**src/rtl/rvdmi_req_ctrl.sv**
```systemverilog
// DMI request sequencer (tck domain): TAP pulses -> DM valid/ready request, response capture, sticky dmistat.
// Optional DMI_TIMEOUT_EN macro adds an abandon timer on outstanding requests.
module rvdmi_req_ctrl #(
  parameter int         AWIDTH      = 7,
  parameter logic [2:0] IDLE_HINT   = 3'd1,
  parameter int         TIMEOUT_CYC = 1023
) (
  input  logic              tck,
  input  logic              trst,
  input  logic              tap_wr_en,
  input  logic              tap_rd_en,
  input  logic [AWIDTH-1:0] tap_addr,
  input  logic [31:0]       tap_wdata,
  output logic [31:0]       tap_rdata,
  output logic [1:0]        tap_rd_status,
  input  logic              dmi_reset,
  input  logic              dmi_hard_reset,
  output logic [1:0]        dmi_stat,
  output logic [2:0]        idle,
  output logic              dm_req_valid,
  input  logic              dm_req_ready,
  output logic [1:0]        dm_req_op,
  output logic [AWIDTH-1:0] dm_req_addr,
  output logic [31:0]       dm_req_data,
  input  logic              dm_rsp_valid,
  input  logic [31:0]       dm_rsp_data,
  input  logic              dm_rsp_err
);

  typedef enum logic [1:0] {
    ST_IDLE = 2'd0,
    ST_REQ  = 2'd1,
    ST_WAIT = 2'd2
  } state_t;

  localparam logic [1:0] OP_READ  = 2'd1;
  localparam logic [1:0] OP_WRITE = 2'd2;
  localparam logic [1:0] ST_ERR   = 2'd2;
  localparam logic [1:0] ST_BUSY  = 2'd3;

  state_t            state, state_nxt;
  logic [1:0]        sticky, sticky_nxt;
  logic [31:0]       rdata_nxt;
  logic              valid_nxt;
  logic [1:0]        op_nxt;
  logic [AWIDTH-1:0] addr_nxt;
  logic [31:0]       data_nxt;
  logic              accept;

`ifdef DMI_TIMEOUT_EN
  localparam int CW = $clog2(TIMEOUT_CYC + 1);
  logic [CW-1:0] tmo_cnt, tmo_cnt_nxt;
`endif

  always_comb begin
    state_nxt = state;
    valid_nxt = dm_req_valid;
    op_nxt    = dm_req_op;
    addr_nxt  = dm_req_addr;
    data_nxt  = dm_req_data;
    rdata_nxt = tap_rdata;
    accept    = 1'b0;
    // dmi_reset clears what was sticky before this cycle; new events may still set it
    sticky_nxt = dmi_reset ? 2'd0 : sticky;

    case (state)
      ST_REQ: begin
        if (dm_req_ready) begin
          state_nxt = ST_WAIT;
          valid_nxt = 1'b0;
        end
      end
      ST_WAIT: begin
        if (dm_rsp_valid) begin
          state_nxt = ST_IDLE;
          if (dm_rsp_err) begin
            sticky_nxt = ST_ERR;
          end else if (dm_req_op == OP_READ) begin
            rdata_nxt = dm_rsp_data;
          end
        end
      end
      default: ;
    endcase

    if ((tap_wr_en || tap_rd_en) && !dmi_reset && (sticky == 2'd0)) begin
      if (tap_wr_en && tap_rd_en) begin
        sticky_nxt = ST_ERR;
      end else if (state != ST_IDLE) begin
        sticky_nxt = ST_BUSY;
      end else begin
        accept    = 1'b1;
        state_nxt = ST_REQ;
        valid_nxt = 1'b1;
        op_nxt    = tap_wr_en ? OP_WRITE : OP_READ;
        addr_nxt  = tap_addr;
        data_nxt  = tap_wdata;
      end
    end

`ifdef DMI_TIMEOUT_EN
    tmo_cnt_nxt = tmo_cnt;
    if (accept) begin
      tmo_cnt_nxt = '0;
    end else if (state != ST_IDLE) begin
      tmo_cnt_nxt = tmo_cnt + 1'b1;
      // the edge on which the count would reach TIMEOUT_CYC abandons the request
      if (tmo_cnt == CW'(TIMEOUT_CYC - 1)) begin
        state_nxt  = ST_IDLE;
        valid_nxt  = 1'b0;
        sticky_nxt = ST_ERR;
        rdata_nxt  = tap_rdata;
      end
    end
`endif

    if (dmi_hard_reset) begin
      state_nxt  = ST_IDLE;
      valid_nxt  = 1'b0;
      sticky_nxt = 2'd0;
      rdata_nxt  = tap_rdata;
`ifdef DMI_TIMEOUT_EN
      tmo_cnt_nxt = '0;
`endif
    end
  end

  always_ff @(posedge tck or negedge trst) begin
    if (!trst) begin
      state        <= ST_IDLE;
      sticky       <= 2'd0;
      tap_rdata    <= 32'd0;
      dm_req_valid <= 1'b0;
      dm_req_op    <= 2'd0;
      dm_req_addr  <= '0;
      dm_req_data  <= 32'd0;
    end else begin
      state        <= state_nxt;
      sticky       <= sticky_nxt;
      tap_rdata    <= rdata_nxt;
      dm_req_valid <= valid_nxt;
      dm_req_op    <= op_nxt;
      dm_req_addr  <= addr_nxt;
      dm_req_data  <= data_nxt;
    end
  end

`ifdef DMI_TIMEOUT_EN
  always_ff @(posedge tck or negedge trst) begin
    if (!trst) begin
      tmo_cnt <= '0;
    end else begin
      tmo_cnt <= tmo_cnt_nxt;
    end
  end
`endif

  always_comb begin
    if (sticky != 2'd0) begin
      tap_rd_status = sticky;
    end else if (state != ST_IDLE) begin
      tap_rd_status = ST_BUSY;
    end else begin
      tap_rd_status = 2'd0;
    end
  end

  assign dmi_stat = sticky;
  assign idle     = IDLE_HINT;

endmodule

```
**config.mk**
```make
export PLATFORM = sky130hd
export DESIGN_NAME = rvdmi_req_ctrl
export DESIGN_NICKNAME = d
export VERILOG_FILES = /design/src/rtl/rvdmi_req_ctrl.sv
export SDC_FILE = /design/constraint.sdc
export NUM_CORES = 1
export LEC_CHECK = 0
export BUFFER_PORTS_ARGS = -buffer_cell sky130_fd_sc_hd__buf_2
export CAP_MARGIN = 25
export CORE_MARGIN = 1.5
export CORE_UTILIZATION = 40
export DETAILED_ROUTE_END_ITERATION = 10
export GPL_TIMING_DRIVEN = 0
export PLACE_DENSITY = 0.8
export SLEW_MARGIN = 20
export SYNTH_ARGS = -nofsm -noshare
export SYNTH_HDL_FRONTEND = slang
export SYNTH_SLANG_ARGS = --single-unit
```
**constraint.sdc**
```tcl
create_clock -name tck -period 1.66 [get_ports tck]
set_input_delay 0.249 -clock tck [delete_from_list [all_inputs] [get_ports tck]]
set_output_delay 0.249 -clock tck [all_outputs]
set_load 0.01 [all_outputs]
```
* Word-level counts from Yosys, hierarchy flattened
Cells that the tools add are included.
** Storage, ports and cells
- Register bits :: 78
- Input bits :: 80
- Logic and storage cells :: 48
** Operators by class
- Eq/ne operators :: 3
- Mux-type cells :: 24
- Bitwise gates (word level) :: 4
- Reductions and logical operators :: 10
** Operator list (number)
- two-way mux 2 bit :: 17
- two-way mux 1 bit :: 6
- AND reduction 5 bit :: 1
- equality test 2 x 1 -> 1 bit, second input constant :: 2
- inverter 1 bit :: 4
- case mux 2 bit (2 select lines) :: 1
- nonzero test 2 bit :: 2
- logical AND 1 bit :: 3
- AND reduction 3 bit :: 1
- equality test 2 bit, second input constant :: 1
- logical NOT 2 bit :: 1
- logical NOT 1 bit :: 1
- logical OR 1 bit :: 1

* Longest topological paths before layout
Gate-level depths: netlist (run 1).
- Word-level depth :: 8
- Mapped depth :: 5
- Depth with buffers taken out :: 5

* Least setup slack after synthesis (run 1)
OpenSTA, ideal clock, no wires.
- Path kind :: register to register
- From :: register state[0]
- To :: register dm_req_data[25]
- Library setup time :: 127 ps
- Data arrival time :: 1338 ps
- Setup slack :: 194 ps
- Stages on the path, launching flop included :: 6
- Path buffers :: 1
- Clock period less this slack :: 1466 ps
- Cell sequence :: dfrtp_1 inv_1 ha_1 nand4b_4 buf_6 mux2_1
** Between the ends
- Longest elaborated chain between the ends :: 3
** Ends and longest elaborated chain
- start: declaration :: line 41 : state_t state, state_nxt;
- start signal: assignment :: line 138 : state <= state_nxt;
- nonzero test 2 bit :: line 89 : end else if (state != ST_IDLE) begin
- inverter 1 bit (no source line)
- AND reduction 3 bit (no source line)
- end signal: assignment :: line 144 : dm_req_data <= data_nxt;
- end: declaration :: line 24 : output logic [31:0] dm_req_data,
No other way between the ends.
A chain may end at the register's enable or synchronous reset.

* Worst setup path after layout (run 1)
- From :: register state[1]
- To :: output port tap_rd_status[1]
** Between the ends
- Longest elaborated chain between the ends :: 3
** Ends and longest elaborated chain
- nonzero test 2 bit :: line 161 : end else if (state != ST_IDLE) begin
- two-way mux 2 bit :: line 161
- two-way mux 2 bit :: line 159 : if (sticky != 2'd0) begin
- end: declaration :: line 15 : output logic [1:0] tap_rd_status,
No other way between the ends.

==> run_results.csv, run 1 <==
group,metric,value,unit
worst_setup_path,end_kind,"primary output",
placed_design,hpwl,5170,um
worst_setup_path,path_max_fanout,3,
worst_setup_path,required,1.41,ns
timing,rsz0062_at_grt,"yes",
timing,setup_viol,0,
timing,maxSlewViolCount,0,
power_and_ir_drop,powerDensity,1140,mW/mm2
layout,fin_nets,463,
route,dr.pass1.iters,4,
worst_setup_path,cp_cell_sequence,"inv_2 > ha_4 > nor2_1 > or2_4 > buf_6",
global_routing,grt_util_all_layers,16.3,%
clock_network,clk_pin_slew,0.07,ns
global_routing,overflow,0,
power_and_ir_drop,leakage,2.37,nW
synth,synth_seq_cells,78,
floorplanning,die_w,91.1,um
timing,worst_pin_slew,0.523,ns
timing,hold_viol,0,
global_routing,grt_antenna_before_repair,0,
clock_network,ctsLongestPathBuffers,2,
route,drt-total-wl,6750,um
worst_setup_path,critical-path-top-delay-family,"flip-flops",
global_routing,first_global_vias,2337,
power_and_ir_drop,max-vdd-ir-drop,473,uV
layout,drive_above_1_share,70.2,%
timing,fin_setup_tns,0,ns
clock_network,cts_buffers,9,
clock_network,htree_num_levels,3,
clock_network,clk_root_buffer_cell,"clkbuf_8",
timing,slew_headroom,65.1,%
layout,diodes,0,
synth,yosysWarnings,0,
synth,ys_seq_area_share,62.9,%
layout,area_delta_synth_final,41.3,%
worst_setup_path,worstPathArrival,1.36,ns
route,vias,2261,
route,post_drt_wl_per_cell,14.0,um
worst_setup_path,slowest_stage,"dfrtp_1",
worst_setup_path,cp-start-kind,"flip-flop",
route,drtIter0Drc,61,
timing,final.period_utilization,97.0,%
min_path,hold_path.class,"primary input to flip-flop",
global_routing,grt_pass1_wl,10700,um
clock_network,cts_tree,"yes",
synth,syn_area,0.00310,mm2
placed_design,routabilityCongestion,0.730,
floorplanning,die_y,91.1,um
floorplanning,initial_core_util,42.1,%
route,viasPerCell,4.69,
timing,period_minus_slack,1.61,ns
clock_network,cts.sinks,78,
floorplanning,rows,31,
placed_design,io_buffers,157,
worst_setup_path,crit_buf_inv,2,
global_routing,grt_max_degree,41,
floorplanning,ios,161,
floorplanning,fp.coreArea,0.00737,mm2
route,drc,0,
synth,synth_cell_types,30,
timing,clock.fmax,621,MHz
synth,syn_inst,199,
run,cap_violations,0,
clock_network,clk_latency,0.33,ns
timing,holdWs,0.132,ns
floorplanning,die-area,0.00829,mm2
worst_setup_path,crit_type,"flip-flop to primary output",
layout,final_core_util,59.5,%
power_and_ir_drop,power.total,4.99,mW
route,ant_nets,0,
synth,syn_area_per_cell,15.6,um2
worst_setup_path,critPathMaxStageDelay,0.41,ns
timing,clock_skew,0.00595,ns
status,status,"finished clean",
## where the power goes
group	switching, mW	internal, mW	leakage (nW)
registers	0.149	2.21	0.996
logic	0.523	0.611	1.27
clock network	0.625	0.869	0.104
total	1.30	3.69	2.37
## per-layer routing
metal | global-route usage, % | part of all wire, %
met4 | 6.77 | 1.8
met5 | 0 | 0
met2 | 29.2 | 52
met1 | 17.8 | 39
met3 | 5.11 | 7.5
## sequential cells by signal, summed over array words and instances, names as in the netlist
signal and cells:
dm_req_op 2, dm_req_data 32, dmi_stat 2, state 2, dm_req_addr 7, dm_req_valid 1, tap_rdata 32
## placed cells by master (no fill, tap or decap), types with 2 or more instances in the layout
cell         n
a21oi_1      3
inv_2        2
clkbuf_8    10
dfrtp_1     78
ha_1         2
nand2_1      3
conb_1       3
mux2_2      69
nor2_1       2
inv_1        3
nor2b_1      2
buf_2      155
buf_4       18
mux2_1       3
buf_6        3
bufinv_16    2
## synthesized netlist by cell type, drive strengths merged
cell / count / share of area (%)
dfrtp: 78 / 63
mux2: 72 / 26
buf: 10 / 2.4
inv: 5 / 0.61
a21oi: 3 / 0.48
ha: 3 / 1.2
nand2: 3 / 0.36
nor2: 3 / 0.36
conb: 2 / 0.24
nand3: 2 / 0.32
nor2b: 2 / 0.40
a221oi: 1 / 0.28
a311o: 1 / 0.32
a31oi: 1 / 0.20
a32oi: 1 / 0.28
and3: 1 / 0.20
mux2i: 1 / 0.32
nand2b: 1 / 0.20
nand4b: 1 / 0.77
nor3b: 1 / 0.24
nor4b: 1 / 0.28
o211ai: 1 / 0.24
o21ai: 1 / 0.16
o31ai: 1 / 0.24
o32ai: 1 / 0.28
or2: 1 / 0.20
xor2: 1 / 0.28
## cells by family (layout without fill, tap and decap cells)
kind of cell / after synthesis / after routing / share of synthesized area (%)
adders and majority gates: 3 / 3 / 1.21
muxes: 73 / 73 / 26.5
other: 2 / 3 / 0.242
buffers and inverters: 15 / 198 / 3.03
DFF: 78 / 78 / 62.9
AOI/OAI and AO/OA: 11 / 11 / 2.50
xor gates and xnor gates: 1 / 1 / 0.282
and+or+nand+nor: 16 / 16 / 3.35
## area by class of cell
class / instances / area, um2
clock buffer: 10 / 138
inverter: 5 / 18.8
clock inverter: 4 / 72.6
multi-input combinational: 107 / 1090
sequential: 78 / 1950
fill: 617 / 2990
tap: 99 / 124
buffer: 10 / 86.3
timing repair buffer: 169 / 903
## worst paths after layout
check | start | endpoint | slack [ns] | cells past startpoint
setup / recovery | state[1] | tap_rd_status[1] | 0.05 | 5
max in group asynchronous | trst | dm_req_data[20] | 0.64 | 3
hold / removal | tap_wdata[28] | dm_req_data[28] | 0.13 | 2
hold reg to reg | dm_req_data[28] | dm_req_data[28] | 0.50 | 1
min in group asynchronous | trst | state[0] | 0.45 | 2
setup reg to reg | state[1] | dm_req_data[17] | 0.06 | 6
## through the flow
step	worst slack [ns]	instance area, um2	cells
global placement	-0.144	4020	456
CTS	0.0149	4310	474
floorplan	0.194	3110	200
detailed placement	-0.0641	4040	457
global route	-0.00530	4380	482
finish	0.0500	4380	482
## worst reg2reg max path, cell delays in order (launching register included)
cell and delay, ns:
dfrtp_1 0.38, inv_2 0.07, ha_4 0.16, buf_6 0.12
nand4b_4 0.16, buf_4 0.23, mux2_2 0.36
## repair_timing
| item | in CTS | in global routing |
|---|---|---|
| setup buffers | 2 | 8 |
| gates resized for setup | 10 | 5 |
| pin swaps | 1 | 1 |
| hold buffers | 1 | 0 |
| hold endpoints to repair | 39 | 0 |
| setup endpoints to repair | 66 | 55 |
Power figures use the tool's default switching activity.
==> run 2: changes to the inputs <==
Settings changed: ABC_AREA from default to 1, ABC_CLOCK_PERIOD_IN_PS from default to 1660, PLACE_DENSITY 0.8 to 0.79.
==> run_results.csv, run 2 <==
group,metric,value,unit
synth,netlist_top_cells_count,"nand2_1 (124), dfrtp_1 (78), nand3_1 (43), inv_1 (42), o21ai_1 (24)",
layout,final_common_cell,"buf_2",
power_and_ir_drop,powerDensity,1050,mW/mm2
worst_setup_path,cp-start-kind,"flip-flop",
layout,final_cell_mix,"buf_2 (164), nand2_1 (124), dfrtp_1 (78)",
synth,syn_area_per_cell,8.98,um2
synth,synth_enable_flop_cells,0,
synth,synth_seq_cells,78,
min_path,hold_path.class,"primary input to flip-flop",
placed_design,io_buffers,157,
clock_network,ctsLongestPathBuffers,2,
worst_setup_path,ff2ff_setup_slack,0.13,ns
route,drt-total-wl,8020,um
layout,drive_above_1_share,37.4,%
floorplanning,die_y,94.0,um
global_routing,first_global_vias,2861,
synth,ys_seq_area_share,58.9,%
worst_setup_path,end_kind,"primary output",
timing,period_minus_slack,1.55,ns
synth,async_flop_share,100,%
placed_design,routabilityCongestion,0.771,
layout,diodes,0,
route,viasPerCell,4.60,
layout,largestRegisters,"dm_req_data: 32 flops, tap_rdata: 32 flops, dm_req_addr: 7 flops",
clock_network,clk_latency,0.33,ns
synth,yosysWarnings,0,
route,vias,2990,
layout,area_delta_synth_final,34.8,%
route,drtIter0Drc,59,
global_routing,overflow,0,
clock_network,cts_buffers,9,
global_routing,grt_max_degree,44,
floorplanning,fp.coreArea,0.00813,mm2
worst_setup_path,path_max_fanout,4,
worst_setup_path,crit_path_end,"tap_rd_status[1]",
synth,yosysMostFrequentCell,"nand2_1",
synth,synthFlopType,"dfrtp_1",
route,post_drt_wl_per_cell,12.3,um
floorplanning,die-area,0.00884,mm2
run,cap_violations,0,
floorplanning,rows,33,
worst_setup_path,cp_cell_sequence,"inv_1 > ha_2 > o21ai_1 > buf_2",
timing,final.period_utilization,93.6,%
synth,synthTopCellsByArea,"dfrtp_1 (59%), nand2_1 (14%), nand3_1 (6.5%)",
worst_setup_path,crit_type,"flip-flop to primary output",
clock_network,clk_root_buffer_cell,"clkbuf_8",
layout,fin_nets,623,
synth,syn_area,0.00331,mm2
timing,clock.fmax,643,MHz
timing,hold_viol,0,
clock_network,htree_num_levels,3,
status,status,"finished clean",
clock_network,cts_tree,"yes",
worst_setup_path,r2r-end,"dm_req_data[29]",
floorplanning,die_w,94.0,um
synth,synth_cell_types,24,
clock_network,cts.sinks,78,
worst_setup_path,slowest_stage,"dfrtp_1",
power_and_ir_drop,max-vdd-ir-drop,408,uV
worst_setup_path,worstPathArrival,1.31,ns
layout,n_fill_cell,735,
global_routing,grt_util_all_layers,18.5,%
route,dr.pass1.iters,4,
floorplanning,initial_core_util,40.7,%
route,ant_nets,0,
clock_network,clk_pin_slew,0.08,ns
worst_setup_path,critPathMaxStageDelay,0.38,ns
global_routing,grt_pass1_wl,12600,um
timing,setup_viol,0,
timing,holdWs,0.136,ns
worst_setup_path,worstSetupStartpoint,"state[0]",
timing,rsz0062_at_grt,"no",
placed_design,placed_area,0.00426,mm2
layout,fin_area,0.00447,mm2
worst_setup_path,reg2regPathDepth,8,
timing,maxSlewViolCount,0,
worst_setup_path,required,1.41,ns
synth,synth_top_area_cell,"dfrtp_1",
timing,clock_skew,0.0101,ns
placed_design,hpwl,6220,um
synth,syn_inst,369,
route,drc,0,
worst_setup_path,reg2reg_from,"state[0]",
power_and_ir_drop,leakage,2.65,nW
synth,yosys.area.top_type_share,58.9,%
floorplanning,ios,161,
global_routing,grt_antenna_before_repair,0,
[run 2: timing repair]
item / 4_1_cts / 5_1_grt
gates resized for setup: 1 / 8
hold endpoints to repair: 35 / 0
hold buffers: 1 / 0
setup endpoints to repair: 1 / 27
setup buffers: 0 / 0
[run 2: layout make-up]
type	count	area, um2	share of cell area, %
buffer	21	148	3.30
clock buffer	11	131	2.94
clock inverter	5	60.1	1.34
inverter	44	165	3.70
multi-input combinational	227	1060	23.8
sequential	78	1950	43.7
tap	105	131	2.94
timing repair buffer	159	818	18.3
[run 2: kinds of logic after synthesis]
| group | share of synthesized area (%) |
|---|---|
| flops | 58.9 |
| simple gates | 24.5 |
| compound gates | 6.04 |
| fa+ha+maj | 1.13 |
| buf+inv | 9.21 |
| other cells | 0.227 |
[run 2: worst max-delay path, delay by kind of cell (launching register included)]
family	cells	cell delay, ns
AO/OA/AOI/OAI	1	0.15
adder cells (fa/ha/maj)	1	0.21
flip-flops	1	0.38
buffers and inverters	2	0.23
[run 2: power by group]
part	switching (mW)	leakage [nW]	internal (mW)	total, mW
clock	0.674	0.0935	0.699	1.37
combinational	0.592	1.54	0.439	1.03
sequential	0.134	1.02	2.15	2.29
[run 2: per-stage QoR]
step	setup WS, ns	util (%)	cells	setup TNS (ns)	total power [mW]
2_1_floorplan	0.367	-	370	0	2.85
3_3_place_gp	-0.180	52.1	632	-13.71	3.31
3_5_place_dp	0.113	52.3	633	0	3.36
4_1_cts	0.0366	54.8	650	0	4.75
5_1_grt	0.000363	54.9	650	0	4.97
6_report	0.106	54.9	650	0	4.69
[run 2: how the worst min path moves through the flow]
| stage | end | from | slack [ns] | cells after the start |
|---|---|---|---|---|
| after global placement | dm_req_data[20] | dm_req_data[20] | 0.46 | 2 |
| after global routing | dm_req_data[3] | tap_wdata[3] | 0.12 | 3 |
| after detailed placement | dm_req_data[24] | trst | 0.24 | 1 |
| after CTS | dm_req_data[3] | tap_wdata[3] | 0.11 | 3 |
| after floorplan | dm_req_addr[0] | trst | -0.05 | 0 |
| final | dm_req_data[10] | tap_wdata[10] | 0.14 | 3 |
[run 2: layer usage]
metal  global-route usage [%]  up-vias  routed length (um)  part of all wire, %
met5                        0        -                   0                    0
met4                     5.97        0                  64                 0.80
met3                     7.20        7                 791                  9.9
met2                     31.1      136                3720                   46
met1                     21.5     1362                3440                   43
li1                         -     1485                   -                    -
